--- config.mk ---
export PLATFORM = sky130hd
export DESIGN_NAME = swervolf_ddr_gate
export DESIGN_NICKNAME = d
export VERILOG_FILES = /design/src/rtl/swervolf_ddr_gate.sv
export SDC_FILE = /design/constraint.sdc
export NUM_CORES = 1
export LEC_CHECK = 0
export CAP_MARGIN = 15
export CORE_AREA = 2 2 212 214
export CTS_CLUSTER_DIAMETER = 50
export DETAILED_ROUTE_END_ITERATION = 16
export DIE_AREA = 0 0 214 216
export DONT_BUFFER_PORTS = 1
export PLACE_DENSITY_LB_ADDON = 0.1
export SKIP_LAST_GASP = 1
export SLEW_MARGIN = 10
export SYNTH_ARGS = -nofsm -noshare
export SYNTH_HDL_FRONTEND = slang
export SYNTH_SLANG_ARGS = --single-unit
--- constraint.sdc ---
create_clock -name clk -period 2.4 [get_ports clk]
set_clock_uncertainty 0.05 [all_clocks]
set_input_delay 0.12 -clock clk [delete_from_list [all_inputs] [get_ports clk]]
set_output_delay 0.12 -clock clk [all_outputs]
set_load 0.05 [all_outputs]
--- src/rtl/swervolf_ddr_gate.sv ---
// AXI4 gate in front of the LiteDRAM controller: stalls traffic until calibration
// finishes, forwards in-window transactions and answers everything else locally with an error.
`timescale 1ns/1ps
module swervolf_ddr_gate #(
  parameter int ID_WIDTH        = 6,
  parameter int DATA_WIDTH      = 64,
  parameter int MEM_ADDR_BITS   = 27,
  parameter int MAX_OUTSTANDING = 15
) (
  input  logic                    clk,
  input  logic                    rstn,
  input  logic                    i_init_done,
  input  logic                    i_init_error,
  input  logic [ID_WIDTH-1:0]     s_awid,
  input  logic [31:0]             s_awaddr,
  input  logic [7:0]              s_awlen,
  input  logic [2:0]              s_awsize,
  input  logic [1:0]              s_awburst,
  input  logic                    s_awvalid,
  output logic                    s_awready,
  input  logic [DATA_WIDTH-1:0]   s_wdata,
  input  logic [DATA_WIDTH/8-1:0] s_wstrb,
  input  logic                    s_wlast,
  input  logic                    s_wvalid,
  output logic                    s_wready,
  output logic [ID_WIDTH-1:0]     s_bid,
  output logic [1:0]              s_bresp,
  output logic                    s_bvalid,
  input  logic                    s_bready,
  input  logic [ID_WIDTH-1:0]     s_arid,
  input  logic [31:0]             s_araddr,
  input  logic [7:0]              s_arlen,
  input  logic [2:0]              s_arsize,
  input  logic [1:0]              s_arburst,
  input  logic                    s_arvalid,
  output logic                    s_arready,
  output logic [ID_WIDTH-1:0]     s_rid,
  output logic [DATA_WIDTH-1:0]   s_rdata,
  output logic [1:0]              s_rresp,
  output logic                    s_rlast,
  output logic                    s_rvalid,
  input  logic                    s_rready,
  output logic [ID_WIDTH-1:0]     m_awid,
  output logic [31:0]             m_awaddr,
  output logic [7:0]              m_awlen,
  output logic [2:0]              m_awsize,
  output logic [1:0]              m_awburst,
  output logic                    m_awvalid,
  input  logic                    m_awready,
  output logic [DATA_WIDTH-1:0]   m_wdata,
  output logic [DATA_WIDTH/8-1:0] m_wstrb,
  output logic                    m_wlast,
  output logic                    m_wvalid,
  input  logic                    m_wready,
  input  logic [ID_WIDTH-1:0]     m_bid,
  input  logic [1:0]              m_bresp,
  input  logic                    m_bvalid,
  output logic                    m_bready,
  output logic [ID_WIDTH-1:0]     m_arid,
  output logic [31:0]             m_araddr,
  output logic [7:0]              m_arlen,
  output logic [2:0]              m_arsize,
  output logic [1:0]              m_arburst,
  output logic                    m_arvalid,
  input  logic                    m_arready,
  input  logic [ID_WIDTH-1:0]     m_rid,
  input  logic [DATA_WIDTH-1:0]   m_rdata,
  input  logic [1:0]              m_rresp,
  input  logic                    m_rlast,
  input  logic                    m_rvalid,
  output logic                    m_rready,
  output logic                    o_err_wr,
  output logic                    o_err_rd
);
  localparam int CW = 4;

  typedef enum logic [1:0] {W_IDLE, W_SINK, W_RESP} wst_t;
  typedef enum logic       {R_IDLE, R_RESP} rst_t;

  logic          ready_q, ready_d, fail_q, fail_d;
  wst_t          ws_q, ws_d;
  rst_t          rs_q, rs_d;
  logic [CW-1:0] wcnt_q, wcnt_d, rcnt_q, rcnt_d;
  logic [ID_WIDTH-1:0] wid_q, wid_d, rid_q, rid_d;
  logic [7:0]    beats_q, beats_d;
  logic          err_wr_q, err_wr_d, err_rd_q, err_rd_d;

  logic en, aw_err, ar_err, aw_fwd_ok, ar_fwd_ok, aw_err_ok, ar_err_ok;
  logic w_pass, b_hs, r_last_hs, aw_fwd_hs, ar_fwd_hs;
  logic [1:0] err_resp;

  assign en        = ready_q | fail_q;
  assign err_resp  = fail_q ? 2'b10 : 2'b11;
  assign aw_err    = fail_q | (|s_awaddr[31:MEM_ADDR_BITS]);
  assign ar_err    = fail_q | (|s_araddr[31:MEM_ADDR_BITS]);
  assign b_hs      = m_bvalid & m_bready;
  assign r_last_hs = m_rvalid & m_rready & m_rlast;

  // A completing response frees its slot in the same cycle, so a full counter does not cost a bubble.
  assign aw_fwd_ok = ready_q & ~aw_err & (ws_q == W_IDLE) & ((wcnt_q < CW'(MAX_OUTSTANDING)) | b_hs);
  assign ar_fwd_ok = ready_q & ~ar_err & (rs_q == R_IDLE) & ((rcnt_q < CW'(MAX_OUTSTANDING)) | r_last_hs);
  // Error bursts wait for the forwarded traffic to drain so no W beats are still owed to the controller.
  assign aw_err_ok = en & aw_err & (ws_q == W_IDLE) & (wcnt_q == '0);
  assign ar_err_ok = en & ar_err & (rs_q == R_IDLE) & (rcnt_q == '0);
  assign aw_fwd_hs = s_awvalid & aw_fwd_ok & m_awready;
  assign ar_fwd_hs = s_arvalid & ar_fwd_ok & m_arready;

  assign m_awid    = s_awid;
  assign m_awaddr  = s_awaddr;
  assign m_awlen   = s_awlen;
  assign m_awsize  = s_awsize;
  assign m_awburst = s_awburst;
  assign m_awvalid = s_awvalid & aw_fwd_ok;
  assign s_awready = (m_awready & aw_fwd_ok) | aw_err_ok;

  assign m_arid    = s_arid;
  assign m_araddr  = s_araddr;
  assign m_arlen   = s_arlen;
  assign m_arsize  = s_arsize;
  assign m_arburst = s_arburst;
  assign m_arvalid = s_arvalid & ar_fwd_ok;
  assign s_arready = (m_arready & ar_fwd_ok) | ar_err_ok;

  // W beats riding along with an error AW being accepted this cycle must not leak to the controller.
  assign w_pass   = (ws_q == W_IDLE) & ready_q & ~fail_q & ~(s_awvalid & aw_err_ok);
  assign m_wdata  = s_wdata;
  assign m_wstrb  = s_wstrb;
  assign m_wlast  = s_wlast;
  assign m_wvalid = s_wvalid & w_pass;
  assign s_wready = (ws_q == W_SINK) | (m_wready & w_pass);

  assign s_bvalid = (ws_q == W_RESP) | (ready_q & m_bvalid);
  assign s_bid    = (ws_q == W_RESP) ? wid_q : m_bid;
  assign s_bresp  = (ws_q == W_RESP) ? err_resp : m_bresp;
  assign m_bready = ready_q & (ws_q != W_RESP) & s_bready;

  assign s_rvalid = (rs_q == R_RESP) | (ready_q & m_rvalid);
  assign s_rid    = (rs_q == R_RESP) ? rid_q : m_rid;
  assign s_rdata  = (rs_q == R_RESP) ? '0 : m_rdata;
  assign s_rresp  = (rs_q == R_RESP) ? err_resp : m_rresp;
  assign s_rlast  = (rs_q == R_RESP) ? (beats_q == 8'd0) : m_rlast;
  assign m_rready = ready_q & (rs_q == R_IDLE) & s_rready;

  assign o_err_wr = err_wr_q;
  assign o_err_rd = err_rd_q;

  always_comb begin
    ready_d  = ready_q | i_init_done;
    fail_d   = fail_q | i_init_error;
    wcnt_d   = wcnt_q;
    rcnt_d   = rcnt_q;
    ws_d     = ws_q;
    rs_d     = rs_q;
    wid_d    = wid_q;
    rid_d    = rid_q;
    beats_d  = beats_q;
    err_wr_d = 1'b0;
    err_rd_d = 1'b0;

    if (aw_fwd_hs && !b_hs)      wcnt_d = wcnt_q + CW'(1);
    else if (!aw_fwd_hs && b_hs) wcnt_d = wcnt_q - CW'(1);
    if (ar_fwd_hs && !r_last_hs)      rcnt_d = rcnt_q + CW'(1);
    else if (!ar_fwd_hs && r_last_hs) rcnt_d = rcnt_q - CW'(1);

    case (ws_q)
      W_IDLE: if (s_awvalid && aw_err_ok) begin
        ws_d  = W_SINK;
        wid_d = s_awid;
      end
      W_SINK: if (s_wvalid && s_wlast) ws_d = W_RESP;
      W_RESP: if (s_bready) begin
        ws_d     = W_IDLE;
        err_wr_d = 1'b1;
      end
      default: ws_d = W_IDLE;
    endcase

    case (rs_q)
      R_IDLE: if (s_arvalid && ar_err_ok) begin
        rs_d    = R_RESP;
        rid_d   = s_arid;
        beats_d = s_arlen;
      end
      R_RESP: if (s_rready) begin
        if (beats_q == 8'd0) begin
          rs_d     = R_IDLE;
          err_rd_d = 1'b1;
        end else begin
          beats_d = beats_q - 8'd1;
        end
      end
      default: rs_d = R_IDLE;
    endcase
  end

  always_ff @(posedge clk or negedge rstn) begin
    if (!rstn) begin
      ready_q  <= 1'b0;
      fail_q   <= 1'b0;
      ws_q     <= W_IDLE;
      rs_q     <= R_IDLE;
      wcnt_q   <= '0;
      rcnt_q   <= '0;
      wid_q    <= '0;
      rid_q    <= '0;
      beats_q  <= '0;
      err_wr_q <= 1'b0;
      err_rd_q <= 1'b0;
    end else begin
      ready_q  <= ready_d;
      fail_q   <= fail_d;
      ws_q     <= ws_d;
      rs_q     <= rs_d;
      wcnt_q   <= wcnt_d;
      rcnt_q   <= rcnt_d;
      wid_q    <= wid_d;
      rid_q    <= rid_d;
      beats_q  <= beats_d;
      err_wr_q <= err_wr_d;
      err_rd_q <= err_rd_d;
    end
  end
endmodule
# After elaboration in Yosys (flattened, before gate mapping)
# Index checks and enable logic that the tools add are counted.
totals:
  output_inout_bits: 268
  ff_bits: 35
  wordCells: 128
classes:
  order_cmp: 2
  addsub: 5
  n_eq_ne: 9
  reduce_logical: 23
  muxes: 28
  n_bitwise: 50
op_table:
  columns: ["operator", "n"]
  rows:
  - ["$mux W64", 1]
  - ["$and A1 B1 Y1", 33]
  - ["$mux W8", 3]
  - ["$mux W4", 4]
  - ["$pmux W8 S2", 1]
  - ["$mux W6", 2]
  - ["$or A1 B1 Y1", 12]
  - ["$mux W1", 10]
  - ["$mux W2", 5]
  - ["$reduce_or A5 Y1", 2]
  - ["$add A4 B1 Y4 const B", 2]
  - ["$logic_not A4 Y1", 2]
  - ["$logic_not A8 Y1", 1]
  - ["$lt A4 B4 Y1 const B", 2]
  - ["$ne A2 B2 Y1 const B", 4]
  - ["$sub A4 B1 Y4 const B", 2]
  - ["$sub A8 B1 Y8 const B", 1]
  - ["$logic_and A1 B1 Y1", 7]
  - ["$ne A2 B1 Y1 const B", 3]
  - ["$pmux W2 S3", 1]
  - ["$reduce_and A3 Y1", 2]
  - ["$not A1 Y1", 5]
  - ["$logic_not A1 Y1", 4]
  - ["$reduce_and A2 Y1", 2]
  - ["other kinds (5)", 6]

# Depth between registers and ports, before layout
# Gate-level depths: netlist (run 1).
logic_depth:
  depth_word: 13
  mapped_depth: 11
  mapped_depth_nobuf: 11

# Worst setup path after synthesis (run 1)
# OpenSTA, ideal clock, no wires.
synth_path:
  path_type: "register to register"
  from: "register fail_q"
  to: "register rcnt_q[3]"
  t_required_ps: 2270
  setup_slack_ps: -240
  path_stages_with_launch: 12
  period_less_slack_ps: 2640
  arrival_ps: 2510
  path_cell_list: "dfrtp_1 or4_4 nor2_1 o211ai_1 nor3_1 ha_1 inv_1 ha_1 a21o_1 a21oi_1 mux2i_1 xnor2_1"
synth_via:
  elab_chain_len: 10
  word_cells_on_any_way: 12
synth_rtl:
  columns: ["element", "line_no", "text"]
  rows:
  - ["start: declaration", "80", "logic ready_q, ready_d, fail_q, fail_d;"]
  - ["start signal: assignment", "211", "fail_q <= fail_d;"]
  - ["$or A1 B1 Y1 *", "95", "assign ar_err = fail_q | (|s_araddr[31:MEM_ADDR_BITS]);"]
  - ["$not A1 Y1 *", "101", "assign ar_fwd_ok = ready_q & ~ar_err & (rs_q == R_IDLE) & ((rcnt_q < CW'(MAX_OUTSTANDING)) | r_last_hs);"]
  - ["$and A1 B1 Y1 * (3 in a row)", "101", null]
  - ["$and A1 B1 Y1 * (2 in a row)", "106", "assign ar_fwd_hs = s_arvalid & ar_fwd_ok & m_arready;"]
  - ["$logic_not A1 Y1", "163", "else if (!ar_fwd_hs && r_last_hs) rcnt_d = rcnt_q - CW'(1);"]
  - ["$logic_and A1 B1 Y1", "163", null]
  - ["$reduce_bool A2 Y1 (no line)", null, null]
  - ["end signal: assignment", "215", "rcnt_q <= rcnt_d;"]
  - ["end: declaration", "83", "logic [CW-1:0] wcnt_q, wcnt_d, rcnt_q, rcnt_d;"]
# Every way passes the cells marked *; elsewhere a longest branch is shown, timed or not.
# A chain may end at the register's enable or synchronous reset.

# Worst setup path after layout (run 1)
# Same ends and word-level chain as after synthesis.

==> results_dict.tcl, run 1 <==
set metrics [dict create \
    outcome "finished with violations" \
    failed_checks "negative setup slack" \
    hpwlAfterDp_um 14000 \
    powerDensity_mw_per_mm2 668 \
    io_pins 538 \
    clockBufferDepth 2 \
    finalNetCount 705 \
    number_of_distinct_library_cells_after_synthesis 50 \
    timing_worst_setup_path_type "reg2reg" \
    drive_gt1_share_pct 35.2 \
    synthesis.area_per_instance_um2 8.09 \
    cp-endpoint "rcnt_q[3]" \
    finalHoldViolations 0 \
    core-area_mm2 0.0438 \
    grt-ovfl-total 0 \
    postRouteWirelength_um 16600 \
    grt_pass1_wl_um 23100 \
    seq_cells_post_synth 35 \
    number_of_global_route_vias_before_repair 3181 \
    reg2reg_to "rcnt_q[3]" \
    setup_violations 3 \
    ir_drop_mv 0.177 \
    cp-start-kind "register" \
    timing.hold.worst.class "in2reg" \
    slew-limit-headroom_pct 65.0 \
    clk_transition_reported_paths_ns 0.07 \
    post_detailed_route_wirelength_per_cell_um 16.3 \
    area.growth.synth_to_final_pct 14.5 \
    place_inst 986 \
    finalCritPeriodShare_pct 106 \
    crit_path_top_delay_cell "sky130_fd_sc_hd__or4_4" \
    cts_made_buffers 5 \
    worstSetupPathDepth 11 \
    portBuffers 0 \
    worst_pin_slew_ns 0.527 \
    max_slew_violation_count 0 \
    seq_area_frac_synth_pct 22.2 \
    postRouteAntennaNets 0 \
    dr_total_vias 2926 \
    post_synth_inst_count 489 \
    rsz_0062_raised_after_global_routing "yes" \
    yosys-top-cells-area "sky130_fd_sc_hd__buf_4, sky130_fd_sc_hd__dfrtp_1, sky130_fd_sc_hd__nor2b_1" \
    drt_iter0_markers 101 \
    dominantRegCellSynth "sky130_fd_sc_hd__dfrtp_1" \
    clock-root-buffer "sky130_fd_sc_hd__clkbuf_16" \
    cellLeakagePower_nw 1.80 \
    yosysWarningCount 0 \
    drt-pass1-iter-count 4 \
    globalplace.congestion 0.740 \
    worstSetupStartpoint "fail_q" \
    asyncSetResetFlopFracSynth_pct 100 \
    crit_path_end_kind "register" \
    floorplan.rows 77 \
    yosys_top_cell_area_share_pct 33.4 \
    numClockSinks 35 \
    grt_start_max_net_pins 64 \
    crit_chain "or4_4 -> nor2_4 -> o211ai_1 -> nor3_2 -> ha_2 -> inv_2 -> ha_4 -> a21o_1 -> a21oi_2 -> mux2i_1 -> xnor2_1" \
    worstRegToRegCells 11 \
    mappedNetlistNets 769 \
    worstPathMaxFanout 4 \
    detail_route.drc_violations 0 \
    final_critical_path_setup_slack_ns -0.141 \
    number_of_enable_type_register_cells_in_the_synthesized_netlist 0 \
    regToRegStartpoint "fail_q" \
    routed_via_density 2.87 \
    timing.critical_path.required_ns 2.58 \
    min_cycle_time_layout_ns 2.54 \
    post_synthesis_cell_area_mm2 0.00395 \
    post-place-ws_ns -0.202 \
    cpPeakStageDelay_ns 0.46 \
    die_area_mm2 0.0462 \
    setup.reg_to_reg.worst_slack_ns -0.14 \
    clk_latency_ns 0.30 \
    antennaDiodeCount 0 \
    max_cap_viol_count 0 \
    crit_arrival_ns 2.72 \
    instances_no_fill 1018 \
    die_outline_height_um 216 \
    synth_largest_area_cell "sky130_fd_sc_hd__buf_4" \
    final_cell_area_mm2 0.00453 \
    design_power_total_mw 3.02 \
    grt_antenna_before_repair 2 \
    fp.dieW_um 214 \
    gr-usage-all-layers_pct 6.97 \
    placed_area_mm2 0.00407 \
    htree_levels 2 \
    fmax_mhz 394 \
    initial_core_util_pct 9.02 \
    worst-path-buf-inv 1 \
    tritoncts_clock_tree "yes" \
    timing.critical_path.max_delay_family "simple AND/OR/NAND/NOR gates" \
]
==> worst reg2reg max path: stages (launching register included) <==
cell and delay, ns:
sky130_fd_sc_hd__dfrtp_1 0.39, sky130_fd_sc_hd__or4_4 0.46, sky130_fd_sc_hd__nor2_4 0.13, sky130_fd_sc_hd__o211ai_1 0.13, sky130_fd_sc_hd__nor3_2 0.16, sky130_fd_sc_hd__ha_2 0.21, sky130_fd_sc_hd__inv_2 0.07, sky130_fd_sc_hd__ha_4 0.21
sky130_fd_sc_hd__a21o_1 0.16, sky130_fd_sc_hd__a21oi_2 0.13, sky130_fd_sc_hd__mux2i_1 0.25, sky130_fd_sc_hd__xnor2_1 0.14
==> stage by stage <==
| stage | setup TNS [ns] | hold WS, ns | utilization, % |
|---|---|---|---|
| after floorplan | -0.0862 | -0.226 | - |
| final | -0.289 | 0.0331 | 10.3 |
| after global routing | -0.989 | 0.0391 | 10.3 |
| after detailed placement | -0.598 | -0.224 | 9.27 |
| after CTS | -0.287 | 0.0122 | 10.2 |
| after global placement | -0.296 | -0.224 | 9.27 |
==> state kept, by name, summed over array words and instances (netlist names) <==
register	cells
fail_q	1
wcnt_q	4
wid_q	6
rs_q	1
rid_q	6
ws_q	2
o_err_wr	1
beats_q	8
ready_q	1
rcnt_q	4
o_err_rd	1
==> how the worst min path moves through the flow <==
stage	startpoint	endpoint	slack, ns	cells past startpoint
3_5_place_dp	rstn	rcnt_q[3]	-0.22	0
4_1_cts	s_rready	beats_q[0]	0.01	3
3_3_place_gp	rstn	rcnt_q[3]	-0.22	0
6_report	s_rready	beats_q[0]	0.03	3
2_1_floorplan	rstn	beats_q[0]	-0.23	0
5_1_grt	s_rready	beats_q[0]	0.04	3
==> area by class of cell <==
| cell class | count | area (um^2) |
|---|---|---|
| clock buffers | 7 | 153 |
| clock inverters | 1 | 7.51 |
| fillers | 5101 | 39300 |
| inverters | 10 | 37.5 |
| multi-input cells | 256 | 1750 |
| flip-flops and latches | 35 | 880 |
| well taps | 592 | 741 |
| repair buffers | 117 | 956 |
==> synthesized netlist by cell type (3+ instances only) <==
| cell type | instances |
|---|---|
| sky130_fd_sc_hd__buf_4 | 176 |
| sky130_fd_sc_hd__nor2b_1 | 71 |
| sky130_fd_sc_hd__nand2_1 | 53 |
| sky130_fd_sc_hd__dfrtp_1 | 35 |
| sky130_fd_sc_hd__mux2_2 | 15 |
| sky130_fd_sc_hd__nor2_1 | 13 |
| sky130_fd_sc_hd__clkbuf_1 | 11 |
| sky130_fd_sc_hd__inv_1 | 10 |
| sky130_fd_sc_hd__ha_1 | 8 |
| sky130_fd_sc_hd__nand3_1 | 8 |
| sky130_fd_sc_hd__a21oi_1 | 6 |
| sky130_fd_sc_hd__o21ai_0 | 6 |
| sky130_fd_sc_hd__o22ai_1 | 6 |
| sky130_fd_sc_hd__or2_2 | 6 |
| sky130_fd_sc_hd__xnor2_1 | 6 |
| sky130_fd_sc_hd__nor3_1 | 4 |
| sky130_fd_sc_hd__o211ai_1 | 4 |
| sky130_fd_sc_hd__a21o_1 | 3 |
| sky130_fd_sc_hd__and2_1 | 3 |
| sky130_fd_sc_hd__and3_1 | 3 |
| sky130_fd_sc_hd__mux2i_1 | 3 |
| sky130_fd_sc_hd__nand2b_1 | 3 |
| sky130_fd_sc_hd__nor3b_1 | 3 |
==> placed cells by master, fill, tap and decap left out, types with 4 or more instances in the layout <==
cell type,netlist,layout
sky130_fd_sc_hd__a21oi_2,1,4
sky130_fd_sc_hd__buf_4,176,94
sky130_fd_sc_hd__clkbuf_16,0,5
sky130_fd_sc_hd__dfrtp_1,35,34
sky130_fd_sc_hd__dlygate4sd3_1,0,20
sky130_fd_sc_hd__ha_1,8,4
sky130_fd_sc_hd__inv_1,10,7
sky130_fd_sc_hd__mux2_2,15,15
sky130_fd_sc_hd__nand2_1,53,53
sky130_fd_sc_hd__nand3_1,8,8
sky130_fd_sc_hd__nor2_1,13,12
sky130_fd_sc_hd__nor2b_1,71,71
sky130_fd_sc_hd__o211ai_1,4,4
sky130_fd_sc_hd__o21ai_1,0,4
sky130_fd_sc_hd__o22ai_1,6,6
sky130_fd_sc_hd__or2_2,6,5
sky130_fd_sc_hd__xnor2_1,6,6
==> power breakdown <==
group          internal (mW)  switching [mW]  leakage (nW)
sequential             0.801           0.209         0.424
clock                  0.443           0.298        0.0761
combinational          0.522           0.749          1.30
total                   1.77            1.26          1.80
==> cells by family after synthesis <==
family | after synthesis | synth area share (%)
compound gates | 39 | 7.06
xor+xnor | 7 | 1.55
fa+ha+maj | 10 | 3.54
buf+inv | 198 | 35.5
flops | 35 | 22.2
mux | 19 | 5.41
simple gates | 181 | 24.8
==> metal layers <==
metal / global-route usage [%] / part of all wire (%) / wire length [um] / up-vias
met5: 0.208 / 0.11 / 19 / -
met4: 4.10 / 4.7 / 777 / 4
met2: 12.6 / 51 / 8410 / 300
met1: 6.18 / 33 / 5430 / 1289
met3: 3.59 / 12 / 1960 / 52
li1: - / - / - / 1281
==> timing repair <==
| item | 4_1_cts | 5_1_grt |
|---|---|---|
| hold buffers | 21 | 0 |
| buffers inserted | 0 | 3 |
| endpoints found under the setup margin | 14 | 12 |
| gates resized for setup | 5 | 8 |
| pin swaps | 2 | 8 |
| hold endpoints to repair | 54 | 0 |
Note: power is estimated with default switching activity, not from simulation.
==> run 2, diff against run 1 <==
- clock period: 2.4 -> 2.7 ns (I/O delays scaled with it)
==> run 2 against run 1 <==
Against the previous run:
- the flow now finishes without violations
- worst setup slack gained 0.22 ns
- total power down 9.9%
- sequential power decreased by 9.6%
- sequential cell count did not move
- worst hold slack improved by 0.013 ns
- highest routed layer unchanged
- global-route usage grew 0.40 points
- non-clock buffer count is 10 lower
==> results_dict.tcl, run 2 (same netlist as run 1, synthesis figures left out) <==
set metrics [dict create \
    place_inst 980 \
    final_cell_area_mm2 0.00447 \
    htree_levels 2 \
    clockBufferDepth 2 \
    portBuffers 0 \
    drive_gt1_share_pct 33.4 \
    gr-usage-all-layers_pct 7.37 \
    grtUsageMet2_pct 14.2 \
    instances_no_fill 1008 \
    largestRegisters "beats_q: 8 flops, rid_q: 6 flops, wid_q: 6 flops" \
    grt_pass1_wl_um 23800 \
    die_area_mm2 0.0462 \
    worstPathMaxFanout 2 \
    globalRoute.busiestLayer "met2" \
    grt_start_max_net_pins 67 \
    clock-root-buffer "sky130_fd_sc_hd__clkbuf_16" \
    max_flop_register "beats_q" \
    hpwlAfterDp_um 15100 \
    cp-start-kind "register" \
    worst-path-buf-inv 1 \
    largest_register_ff_count 8 \
    worstRegToRegCells 11 \
    finalNetCount 695 \
    rsz_0062_raised_after_global_routing "yes" \
    slew-limit-headroom_pct 53.6 \
    clk_transition_reported_paths_ns 0.07 \
    worst_pin_slew_ns 0.695 \
    crit_chain "or4_4 -> nor2_4 -> o211ai_1 -> nor3_2 -> ha_2 -> inv_2 -> ha_4 -> a21o_1 -> a21oi_4 -> mux2i_2 -> xnor2_1" \
    postRouteWirelength_um 17900 \
    globalplace.congestion 0.719 \
    whs_path_depth 2 \
    finalHoldViolations 0 \
    timing_worst_setup_path_type "reg2reg" \
    use_met1_pct 6.38 \
    final_critical_path_setup_slack_ns 0.0834 \
    dr_total_vias 2961 \
    grt-ovfl-total 0 \
    die_outline_height_um 216 \
    layout.cells.most_common_list "sky130_fd_sc_hd__buf_4, sky130_fd_sc_hd__nor2b_1, sky130_fd_sc_hd__nand2_1" \
    post_detailed_route_wirelength_per_cell_um 17.8 \
    grt_antenna_before_repair 3 \
    drt_iter0_markers 132 \
    max_slew_violation_count 0 \
    powerDensity_mw_per_mm2 609 \
    detail_route.drc_violations 0 \
    tritoncts_clock_tree "yes" \
    cellLeakagePower_nw 1.76 \
    outcome "completed" \
    io_pins 538 \
    crit_path_top_delay_cell "sky130_fd_sc_hd__or4_4" \
    ir_drop_mv 0.186 \
    hold_slack_ns 0.0456 \
    design_power_total_mw 2.72 \
    drt-pass1-iter-count 4 \
    fp.dieW_um 214 \
    cpPeakStageDelay_ns 0.52 \
    numClockSinks 35 \
    postRouteAntennaNets 0 \
    antennaDiodeCount 0 \
    cts_made_buffers 5 \
    core-area_mm2 0.0438 \
    post-place-ws_ns -0.0931 \
    fmax_mhz 382 \
    crit_path_end_kind "register" \
    crit_arrival_ns 2.79 \
    totalNegativeSetupSlack_ns 0 \
    n_fill_cell 5074 \
    post-route-util_pct 10.2 \
    setup_violations 0 \
    finalCritPeriodShare_pct 96.9 \
    timing.critical_path.required_ns 2.87 \
    worstSetupPathDepth 11 \
    number_of_global_route_vias_before_repair 3064 \
    floorplan.rows 77 \
    globalRouteMet3Util_pct 3.71 \
    min_cycle_time_layout_ns 2.62 \
    timing.hold.worst.class "in2reg" \
    initial_core_util_pct 9.02 \
    routed_via_density 2.94 \
    area.growth.synth_to_final_pct 13.0 \
    layout.cells.most_common "sky130_fd_sc_hd__buf_4" \
    max_cap_viol_count 0 \
    clk_latency_ns 0.30 \
    placed_area_mm2 0.00399 \
    timing.critical_path.max_delay_family "simple AND/OR/NAND/NOR gates" \
]
-- run 2: cell count changes in the layout (fill, tap and decap cells not counted), moves of 2 or more --
cell,before,now
sky130_fd_sc_hd__o21ai_0,2,4
sky130_fd_sc_hd__inv_2,3,1
sky130_fd_sc_hd__inv_1,7,9
sky130_fd_sc_hd__o21ai_1,4,2
sky130_fd_sc_hd__buf_4,94,85
-- run 2: final timing paths --
check,from,slack [ns],to
max in group asynchronous,rstn,2.08,rs_q
worst min-delay path,s_arlen[7],0.05,beats_q[7]
min in group asynchronous,rstn,0.29,ready_q
worst min register to register,rid_q[3],0.42,rid_q[3]
worst max register to register,fail_q,0.08,rcnt_q[3]
worst max-delay path,fail_q,0.08,rcnt_q[3]
-- run 2: cell type report --
type                            instances  area [um^2]  share of cell area, %
Clock buffer                            6          139                   3.11
Inverter                               10         37.5                  0.840
Multi-Input combinational cell        256         1760                   39.4
Sequential cell                        35          880                   19.7
Tap cell                              592          741                   16.6
Timing Repair Buffer                  107          878                   19.7
Clock inverter                          2         35.0                  0.784
-- run 2: timing repair --
item	4_1_cts	5_1_grt
gates cloned	0	0
hold buffers	20	0
resized for setup	5	13
pin swaps	3	12
endpoints found under the setup margin	2	5
hold endpoints to repair	53	0
buffers inserted	0	0
-- run 2: report_power, final --
group / switching, mW / internal [mW]
sequential: 0.202 / 0.711
clock: 0.284 / 0.461
combinational: 0.642 / 0.422
-- run 2: layer usage --
metal / vias to the layer above / share of wire [%]
met1: 1332 / 31
met5: - / 0.072
met3: 45 / 12
met2: 315 / 54
met4: 2 / 3.6
li1: 1267 / -
-- run 2: worst register-to-register path, cell delays in order, from the launching register on --
cell,delay (ns)
sky130_fd_sc_hd__dfrtp_1,0.39
sky130_fd_sc_hd__or4_4,0.52
sky130_fd_sc_hd__nor2_4,0.13
sky130_fd_sc_hd__o211ai_1,0.13
sky130_fd_sc_hd__nor3_2,0.14
sky130_fd_sc_hd__ha_2,0.21
sky130_fd_sc_hd__inv_2,0.06
sky130_fd_sc_hd__ha_4,0.20
sky130_fd_sc_hd__a21o_1,0.18
sky130_fd_sc_hd__a21oi_4,0.14
sky130_fd_sc_hd__mux2i_2,0.25
sky130_fd_sc_hd__xnor2_1,0.13
==> run 3, diff against run 2 <==
- BUFFER_PORTS_ARGS: unset -> -buffer_cell sky130_fd_sc_hd__buf_2
- CORE_AREA: 2 2 212 214 -> 2 2 210 212
- DIE_AREA: 0 0 214 216 -> 0 0 212 214
- DONT_BUFFER_PORTS: 1 -> unset
==> run 3 against run 2 <==
Against the previous run:
- utilization is 1.6 points higher
- via count grew 20%
- sequential power is essentially flat
- combinational power rose by 24%
- total power is 6.0% higher
- clock-buffer cell count grew 2
- worst hold slack lost 0.0070 ns
- non-clock buffer count increased by 173
- wire length is 2.5% higher
- global-route usage increased by 0.42 points
- register-to-register slack improved by 0.03 ns
==> results_dict.tcl, run 3 (same netlist as run 1, synthesis figures left out) <==
set metrics [dict create \
    die_outline_height_um 214 \
    ir_drop_mv 0.189 \
    drt-pass1-iter-count 4 \
    tritoncts_clock_tree "yes" \
    post_cts.repair.setup_buffers 0 \
    outcome "completed" \
    clk_latency_ns 0.30 \
    initial_core_util_pct 9.22 \
    setup_violations 0 \
    clockBufferDepth 2 \
    number_of_global_route_vias_before_repair 3648 \
    grt_start_max_net_pins 96 \
    hpwlAfterDp_um 15500 \
    max_cap_viol_count 0 \
    postRouteWirelength_um 18400 \
    crit_path_end_kind "register" \
    area.growth.synth_to_final_pct 28.1 \
    crit_arrival_ns 2.76 \
    largest_register_ff_count 8 \
    globalplace.congestion 0.689 \
    design_power_total_mw 2.89 \
    max_flop_register "beats_q" \
    final_critical_path_setup_slack_ns 0.109 \
    max_slew_violation_count 0 \
    clk_transition_reported_paths_ns 0.06 \
    cellLeakagePower_nw 2.45 \
    grt_pass1_wl_um 25300 \
    finalHoldViolations 0 \
    timing.hold.worst.class "in2reg" \
    largestRegisters "beats_q: 8 flops, rid_q: 6 flops, wid_q: 6 flops" \
    cp-start-kind "register" \
    slew-limit-headroom_pct 60.0 \
    io_pins 538 \
    rsz_0062_raised_after_global_routing "yes" \
    drt_iter0_markers 117 \
    powerDensity_mw_per_mm2 570 \
    grt-ovfl-total 0 \
    layout.cells.most_common_list "sky130_fd_sc_hd__buf_2, sky130_fd_sc_hd__nor2b_1, sky130_fd_sc_hd__nand2_1" \
    dr_total_vias 3548 \
    numClockSinks 35 \
    finalCritPeriodShare_pct 96.0 \
    gr-usage-all-layers_pct 7.79 \
    clock-root-buffer "sky130_fd_sc_hd__clkbuf_16" \
    worstPathMaxFanout 3 \
    die_area_mm2 0.0454 \
    htree_levels 2 \
    totalNegativeSetupSlack_ns 0 \
    routed_via_density 3.02 \
    hold_slack_ns 0.0386 \
    post-place-ws_ns -0.117 \
    timing_worst_setup_path_type "reg2reg" \
    post-route-util_pct 11.8 \
    post_detailed_route_wirelength_per_cell_um 15.7 \
    layout.cells.most_common "sky130_fd_sc_hd__buf_2" \
    floorplan.rows 76 \
    finalNetCount 868 \
    drive_gt1_share_pct 54.5 \
    core-area_mm2 0.0429 \
    postRouteAntennaNets 0 \
    grt_antenna_before_repair 3 \
    worst_pin_slew_ns 0.595 \
    fmax_mhz 386 \
    min_cycle_time_layout_ns 2.59 \
    portBuffers 249 \
    detail_route.drc_violations 0 \
    timing.critical_path.required_ns 2.87 \
    cts_made_buffers 5 \
    fp.dieW_um 212 \
]
==> run 3: final cells by class <==
class                           count  area (um^2)
Fill cell                        5000        37800
Sequential cell                    35          880
Clock buffer                        8          156
Timing Repair Buffer              280         1510
Inverter                           10         37.5
Multi-Input combinational cell    256         1750
Antenna cell                        1         2.50
Tap cell                          585          732
==> run 3: repair_timing <==
item / 4_1_cts / 5_1_grt
pin swaps: 3 / 3
endpoints found under the setup margin: 4 / 3
hold endpoints to repair: 15 / 0
resized for setup: 6 / 6
hold buffers: 7 / 0
gates cloned: 0 / 0
==> run 3: path summary, 6_finish.rpt <==
kind	start	end	slack [ns]	depth (start not counted)
min	s_arid[1]	rid_q[1]	0.04	3
max reg2reg	fail_q	wcnt_q[3]	0.11	12
min reg2reg	rid_q[5]	rid_q[5]	0.42	2
min in group asynchronous	rstn	rcnt_q[1]	0.24	2
max in group asynchronous	rstn	wid_q[2]	1.76	3
max	fail_q	wcnt_q[3]	0.11	12
==> run 3: layer usage <==
layer	wire (um)	vias up	GRT usage, %
met5	13	-	0
met4	542	2	3.17
met3	2050	36	3.47
met2	8830	281	13.4
met1	6960	1618	8.25
li1	-	1611	-
==> run 3: per-stage QoR <==
stage               instance area (um^2)  std cells
floorplan                           3950        489
global route                        5060       1174
CTS                                 5020       1174
detailed placement                  4770       1159
finish                              5060       1175
global placement                    4770       1159
==> run 3: critical path: stages, from the launching register on <==
cell and delay [ns]:
sky130_fd_sc_hd__dfrtp_1 0.40, sky130_fd_sc_hd__buf_4 0.15, sky130_fd_sc_hd__nor4b_4 0.29, sky130_fd_sc_hd__nand3_1 0.13, sky130_fd_sc_hd__a21oi_2 0.13, sky130_fd_sc_hd__and3_1 0.18
sky130_fd_sc_hd__ha_1 0.18, sky130_fd_sc_hd__inv_1 0.08, sky130_fd_sc_hd__ha_1 0.27, sky130_fd_sc_hd__a21o_1 0.16, sky130_fd_sc_hd__a21oi_2 0.14, sky130_fd_sc_hd__mux2i_1 0.22
sky130_fd_sc_hd__xnor2_1 0.13
==> run 3: power breakdown <==
group	switching, mW	total (mW)	internal (mW)
sequential	0.200	0.911	0.712
combinational	0.798	1.31	0.517
clock	0.265	0.660	0.395
total	1.26	2.89	1.62
